==> src/rtl/i2c_reg_target.sv <==
// i2c_reg_target: fabric-side I2C target that emulates a byte-addressed
// register bank at a fixed 7-bit address. The initiator writes a register
// pointer after the address byte. Data bytes that follow are written at the
// pointer, or read back after a repeated START. The pointer auto-increments
// and wraps modulo NUM_REGS. SDA is driven open-drain only, and the block
// never stretches the clock.
//
// Ports:
//   FAB_CLK      fabric clock (>= 20x SCL frequency)
//   FAB_RESET_N  synchronous active-low reset
//   SCL_IN       raw SCL pad input
//   SDA_IN       raw SDA pad input
//   SDA_OE       1 = pull SDA low, 0 = release
//   LD_EN        fabric register load strobe
//   LD_ADDR      load register index
//   LD_DATA      load data
//   WR_STROBE    one-cycle pulse per initiator data byte written
//   WR_ADDR      register index written by the initiator
//   WR_DATA      byte written by the initiator
//   BUSY         high from an addressed START until STOP
`timescale 1ns/1ps
module i2c_reg_target #(
  parameter logic [6:0] TARGET_ADDR = 7'h68,
  parameter int         NUM_REGS    = 16,
  parameter int         PTR_W       = 4
) (
  input  logic             FAB_CLK,
  input  logic             FAB_RESET_N,
  input  logic             SCL_IN,
  input  logic             SDA_IN,
  output logic             SDA_OE,
  input  logic             LD_EN,
  input  logic [PTR_W-1:0] LD_ADDR,
  input  logic [7:0]       LD_DATA,
  output logic             WR_STROBE,
  output logic [PTR_W-1:0] WR_ADDR,
  output logic [7:0]       WR_DATA,
  output logic             BUSY
);

  typedef enum logic [3:0] {
    ST_IDLE,
    ST_ADDR,
    ST_ADDR_ACK,
    ST_PTR,
    ST_PTR_ACK,
    ST_WR_DATA,
    ST_WR_ACK,
    ST_RD_DATA,
    ST_RD_ACK,
    ST_IGNORE
  } state_t;

  state_t           state;
  logic             scl_p0, scl_p1, scl_p2;
  logic             sda_p0, sda_p1, sda_p2;
  logic             scl_rise, scl_fall, bus_start, bus_stop;
  logic [7:0]       shift;
  logic [7:0]       rx_byte;
  logic [2:0]       cnt;
  logic             rw;
  logic [PTR_W-1:0] ptr;
  logic [PTR_W-1:0] ptr_inc;
  logic             wr_fire;
  logic [7:0]       regs [NUM_REGS];

  // General call (address 0) is never acknowledged, even if configured.
  function automatic logic addr_hit(input logic [7:0] b);
    return (TARGET_ADDR != 7'h00) && (b[7:1] == TARGET_ADDR);
  endfunction

  // Stage p0/p1: two-flop synchronizer, p2: history flop for edge detect.
  // Reset to 1 (idle bus) so reset itself never looks like a START.
  always_ff @(posedge FAB_CLK) begin
    if (!FAB_RESET_N) begin
      scl_p0 <= 1'b1;
      scl_p1 <= 1'b1;
      scl_p2 <= 1'b1;
      sda_p0 <= 1'b1;
      sda_p1 <= 1'b1;
      sda_p2 <= 1'b1;
    end else begin
      scl_p0 <= SCL_IN;
      scl_p1 <= scl_p0;
      scl_p2 <= scl_p1;
      sda_p0 <= SDA_IN;
      sda_p1 <= sda_p0;
      sda_p2 <= sda_p1;
    end
  end

  assign scl_rise  = scl_p1 & ~scl_p2;
  assign scl_fall  = ~scl_p1 & scl_p2;
  assign bus_start = scl_p1 & scl_p2 & sda_p2 & ~sda_p1;
  assign bus_stop  = scl_p1 & scl_p2 & ~sda_p2 & sda_p1;

  assign rx_byte = {shift[6:0], sda_p1};
  assign ptr_inc = ptr + PTR_W'(1);
  assign wr_fire = (state == ST_WR_DATA) && scl_rise && (cnt == 3'd7) &&
                   !bus_start && !bus_stop;

  // Register bank: an initiator write is applied after the fabric load,
  // so it wins when both target the same register in the same cycle.
  always_ff @(posedge FAB_CLK) begin
    if (!FAB_RESET_N) begin
      for (int i = 0; i < NUM_REGS; i++) begin
        regs[PTR_W'(i)] <= 8'h00;
      end
    end else begin
      if (LD_EN) begin
        regs[LD_ADDR] <= LD_DATA;
      end
      if (wr_fire) begin
        regs[ptr] <= rx_byte;
      end
    end
  end

  // Protocol FSM. In the ACK states SDA_OE doubles as the phase flag:
  // the first SCL fall starts the ACK, and the second one ends it.
  always_ff @(posedge FAB_CLK) begin
    if (!FAB_RESET_N) begin
      state     <= ST_IDLE;
      SDA_OE    <= 1'b0;
      WR_STROBE <= 1'b0;
      WR_ADDR   <= '0;
      WR_DATA   <= 8'h00;
      BUSY      <= 1'b0;
      ptr       <= '0;
      cnt       <= 3'd0;
      shift     <= 8'h00;
      rw        <= 1'b0;
    end else begin
      WR_STROBE <= 1'b0;
      if (bus_stop) begin
        state  <= ST_IDLE;
        SDA_OE <= 1'b0;
        BUSY   <= 1'b0;
      end else if (bus_start) begin
        state  <= ST_ADDR;
        cnt    <= 3'd0;
        SDA_OE <= 1'b0;
      end else begin
        case (state)
          ST_ADDR: begin
            if (scl_rise) begin
              shift <= rx_byte;
              cnt   <= cnt + 3'd1;
              if (cnt == 3'd7) begin
                if (addr_hit(rx_byte)) begin
                  state <= ST_ADDR_ACK;
                  BUSY  <= 1'b1;
                  rw    <= rx_byte[0];
                end else begin
                  state <= ST_IGNORE;
                end
              end
            end
          end
          ST_ADDR_ACK: begin
            if (scl_fall) begin
              if (!SDA_OE) begin
                SDA_OE <= 1'b1;
              end else begin
                cnt <= 3'd0;
                if (rw) begin
                  // First read bit goes out on the same fall that ends the ACK.
                  shift  <= regs[ptr];
                  SDA_OE <= ~regs[ptr][7];
                  state  <= ST_RD_DATA;
                end else begin
                  SDA_OE <= 1'b0;
                  state  <= ST_PTR;
                end
              end
            end
          end
          ST_PTR: begin
            if (scl_rise) begin
              shift <= rx_byte;
              cnt   <= cnt + 3'd1;
              if (cnt == 3'd7) begin
                ptr   <= rx_byte[PTR_W-1:0];
                state <= ST_PTR_ACK;
              end
            end
          end
          ST_PTR_ACK, ST_WR_ACK: begin
            if (scl_fall) begin
              if (!SDA_OE) begin
                SDA_OE <= 1'b1;
              end else begin
                SDA_OE <= 1'b0;
                cnt    <= 3'd0;
                state  <= ST_WR_DATA;
              end
            end
          end
          ST_WR_DATA: begin
            if (scl_rise) begin
              shift <= rx_byte;
              cnt   <= cnt + 3'd1;
              if (wr_fire) begin
                WR_STROBE <= 1'b1;
                WR_ADDR   <= ptr;
                WR_DATA   <= rx_byte;
                ptr       <= ptr_inc;
                state     <= ST_WR_ACK;
              end
            end
          end
          ST_RD_DATA: begin
            if (scl_rise) begin
              shift <= {shift[6:0], 1'b0};
              cnt   <= cnt + 3'd1;
              if (cnt == 3'd7) begin
                state <= ST_RD_ACK;
              end
            end else if (scl_fall) begin
              SDA_OE <= ~shift[7];
            end
          end
          ST_RD_ACK: begin
            if (scl_fall) begin
              SDA_OE <= 1'b0;
            end else if (scl_rise) begin
              if (!sda_p1) begin
                ptr   <= ptr_inc;
                shift <= regs[ptr_inc];
                cnt   <= 3'd0;
                state <= ST_RD_DATA;
              end else begin
                state <= ST_IGNORE;
              end
            end
          end
          default: begin
            SDA_OE <= 1'b0;
          end
        endcase
      end
    end
  end

endmodule

==> config.mk <==
export PLATFORM = sky130hd
export DESIGN_NAME = i2c_reg_target
export DESIGN_NICKNAME = d
export VERILOG_FILES = /design/src/rtl/i2c_reg_target.sv
export SDC_FILE = /design/constraint.sdc
export NUM_CORES = 1
export LEC_CHECK = 0
export CAP_MARGIN = 0
export CORE_MARGIN = 3
export CORE_UTILIZATION = 40
export DETAILED_ROUTE_END_ITERATION = 8
export DONT_BUFFER_PORTS = 1
export MAX_ROUTING_LAYER = met4
export SKIP_CTS_REPAIR_TIMING = 1
export SLEW_MARGIN = 10
export SYNTH_ARGS = -nofsm -noshare
export SYNTH_HDL_FRONTEND = slang
export SYNTH_SLANG_ARGS = --single-unit
==> constraint.sdc <==
create_clock -name FAB_CLK -period 2.7 [get_ports FAB_CLK]
set_input_delay 0.27 -clock FAB_CLK [delete_from_list [all_inputs] [get_ports FAB_CLK]]
set_output_delay 0.27 -clock FAB_CLK [all_outputs]
set_load 0.01 [all_outputs]
==> flow_metrics.env <==
export IMPL_synth_ff_type="edfxtp_1"
export IMPL_violations="negative hold slack"
export IMPL_yosysTopAreaCell="edfxtp_1"
export IMPL_skew_ns=0.0125
export IMPL_layout_drive_gt1_share_pct=17.8
export IMPL_tightest_slew_ns=0.909
export IMPL_end_kind="register"
export IMPL_fin_setup_tns_ns=0
export IMPL_r2r_cells=7
export IMPL_finalWirelength_mm=35.2
export IMPL_ys_ff_latch=173
export IMPL_hp_class="input port to register"
export IMPL_outcome="finished, violations left"
export IMPL_critPathMaxFanout=35
export IMPL_routedWlPerCell_um=25.1
export IMPL_grtUsageTotal_pct=25.8
export IMPL_r2r_start="ptr[0]"
export IMPL_grt_pass1_wl_mm=52.8
export IMPL_clockBufferDepth=2
export IMPL_io_pins=32
export IMPL_layout_commonest_cell="nand2_1"
export IMPL_period_needed_ns=2.42
export IMPL_synth_area_um2=10500
export IMPL_synth_nets=1100
export IMPL_synth_edf_count=128
export IMPL_fp_row_count=58
export IMPL_ir_worst_vdd_mv=0.396
export IMPL_synth_top_area_share_pct=36.7
export IMPL_top_usage_layer="met2"
export IMPL_relSlewSlack_pct=39.3
export IMPL_nFillCells=2339
export IMPL_timing_fmax_ghz=0.414
export IMPL_die_h_um=168
export IMPL_grt_util_met1_pct=35.5
export IMPL_cpLargestDelayFamily="compound AO/OA/AOI/OAI gates"
export IMPL_hpwl_mm=23.9
export IMPL_max_stage_delay_ns=0.46
export IMPL_cts_buffers=17
export IMPL_rsz0062_at_grt="false"
export IMPL_path_buf_inv=1
export IMPL_gr_usage_met3_pct=6.07
export IMPL_die_w_um=168
export IMPL_crit_type="register to register"
export IMPL_vias_per_cell=6.19
export IMPL_cellPowerDensity_nw_per_um2=507
export IMPL_grt_pass1_vias=8086
export IMPL_whs_path_depth=2
export IMPL_max_cap_violations=0
export IMPL_grt_max_degree=36
export IMPL_cts_tree="done"
export IMPL_drtPass1Iterations=6
export IMPL_cts_htree_levels=4
export IMPL_grt_antenna_before_repair=0
export IMPL_cp_required_ns=3.03
export IMPL_synth_area_leaders="edfxtp_1 (37%), mux4_2 (14%), nand2_1 (12%)"
export IMPL_layout_setup_ws_ns=0.282
export IMPL_drt_iter0_drc=1117
export IMPL_portBuffers=0
export IMPL_start_util_pct=41.1
export IMPL_critPathSlowestCell="xor2_4"
export IMPL_layout_common_cells="nand2_1 (332), edfxtp_1 (128), o21ai_0 (126)"
export IMPL_nNetsFinal=1084
export IMPL_cp_cell_sequence="buf_4 -> nand3_1 -> xor2_4 -> nor2b_1 -> a211oi_1 -> nor3_1 -> a32o_1"
export IMPL_power_leakage_nw=3.76
export IMPL_num_vias=8686
export IMPL_grt_ovfl_total=0
export IMPL_syn_area_per_cell_um2=9.72
export IMPL_whs_ns=-0.00798
export IMPL_synthToLayoutAreaGrowth_pct=10.6
export IMPL_final_hold_viol_count=1
export IMPL_hold_path_startpoint="FAB_RESET_N"
export IMPL_hold_path_end="cnt[0]"
export IMPL_drv_slew=0
export IMPL_drc=0
export IMPL_antenna_cells=0
export IMPL_crit_path_start_kind="register"
export IMPL_setup_violations_final=0
export IMPL_critical_path_arrival_ns=2.75
export IMPL_path_clk_slew_ns=0.07
export IMPL_cts_root_buf="clkbuf_16"
export IMPL_finalCritPeriodShare_pct=89.6
export IMPL_coreArea_um2=25500
export IMPL_gp_congestion=0.951
export IMPL_synthArstFlopShare_pct=0
export IMPL_finish_utilization_pct=45.5
export IMPL_yosys_warnings=0
export IMPL_syn_inst=1077
export IMPL_rrSetupSlack_ns=0.28
export IMPL_r2r_end="shift[0]"
export IMPL_antenna_left=0
export IMPL_dp_slack_ns=0.195
export IMPL_cts_sinks=173
export IMPL_grt_use_met2_pct=38.1
export IMPL_yosysSeqAreaShare_pct=45.3
export IMPL_clk_insertion_delay_late_ns=0.44
export IMPL_dieArea_um2=28100
export IMPL_synth_distinct_cells=63
==> synth_stat cells, types with 2 or more instances <==
cell type / instances
nand2_1: 332
edfxtp_1: 128
o21ai_0: 126
mux4_2: 64
clkbuf_1: 49
dfxtp_1: 45
buf_2: 35
nor2_1: 30
a21oi_1: 28
nand3_1: 28
or3_1: 21
mux2i_1: 18
nand2b_1: 15
o21ai_1: 13
o221ai_1: 13
nor3_2: 12
buf_1: 11
inv_1: 11
a31oi_1: 7
nor3_1: 7
a211oi_1: 6
ha_1: 6
nor2b_1: 6
mux2_2: 5
nand4_1: 5
and2_1: 4
a32o_1: 3
nand3b_1: 3
nor4_2: 3
o221a_2: 3
a32oi_1: 2
and3_1: 2
nand4b_1: 2
o21a_1: 2
o22ai_1: 2
or2_2: 2
xnor2_1: 2
==> layer usage <==
metal  up-vias  share of wire [%]  wire, um
li1       3871                  -         -
met1      4136                 40     14100
met2       589                 45     15800
met3        90                 12      4190
met4         0                3.3      1160
met5         -                  0         0
==> worst max-delay path by stage <==
stage / startpoint / endpoint / slack, ns / depth (start not counted)
3_3_place_gp: ptr[1] / shift[5] / 0.25 / 9
5_1_grt: ptr[1] / shift[3] / 0.12 / 9
3_5_place_dp: ptr[1] / shift[2] / 0.20 / 9
6_report: ptr[0] / shift[0] / 0.28 / 7
4_1_cts: ptr[1] / shift[2] / 0.19 / 9
2_1_floorplan: ptr[0] / shift[7] / 0.004 / 10
==> stage by stage <==
stage	cell area (um2)	power, mW	instances
2_1_floorplan	10500	3.30	1077
3_3_place_gp	11000	3.42	1369
3_5_place_dp	11000	3.42	1369
4_1_cts	11500	5.87	1401
5_1_grt	11600	6.02	1404
6_report	11600	5.87	1404
==> sequential cells by signal (all words and copies together) (netlist names), 3 cells and up, named ones only <==
signal / cells
shift: 8
state: 4
ptr: 4
cnt: 3
regs: 128
WR_DATA: 8
WR_ADDR: 4
==> where the power goes <==
group	internal (mW)	switching (mW)	total [mW]
clock	1.36	1.12	2.48
combinational	0.131	0.159	0.290
sequential	2.97	0.125	3.10
==> logic make-up (layout without fill, tap and decap cells) <==
family / Yosys count / in the layout / share of synthesized area [%]
buffers and inverters: 108 / 105 / 4.40
AO/OA/AOI/OAI: 216 / 216 / 11.9
flip-flops: 173 / 173 / 45.3
AND/OR/NAND/NOR: 484 / 484 / 21.2
XOR/XNOR: 3 / 3 / 0.430
multiplexers: 87 / 87 / 16.0
adder cells (fa/ha/maj): 6 / 6 / 0.717
==> final cells by class <==
| class | count | area [um2] | share of cell area (%) |
|---|---|---|---|
| Clock buffer | 23 | 512 | 4.42 |
| Clock inverter | 9 | 68.8 | 0.594 |
| Inverter | 11 | 41.3 | 0.357 |
| Multi-Input combinational cell | 796 | 5270 | 45.5 |
| Sequential cell | 173 | 4750 | 41.0 |
| Tap cell | 330 | 413 | 3.57 |
| Timing Repair Buffer | 62 | 523 | 4.52 |
(Power assumes the default switching activity.)
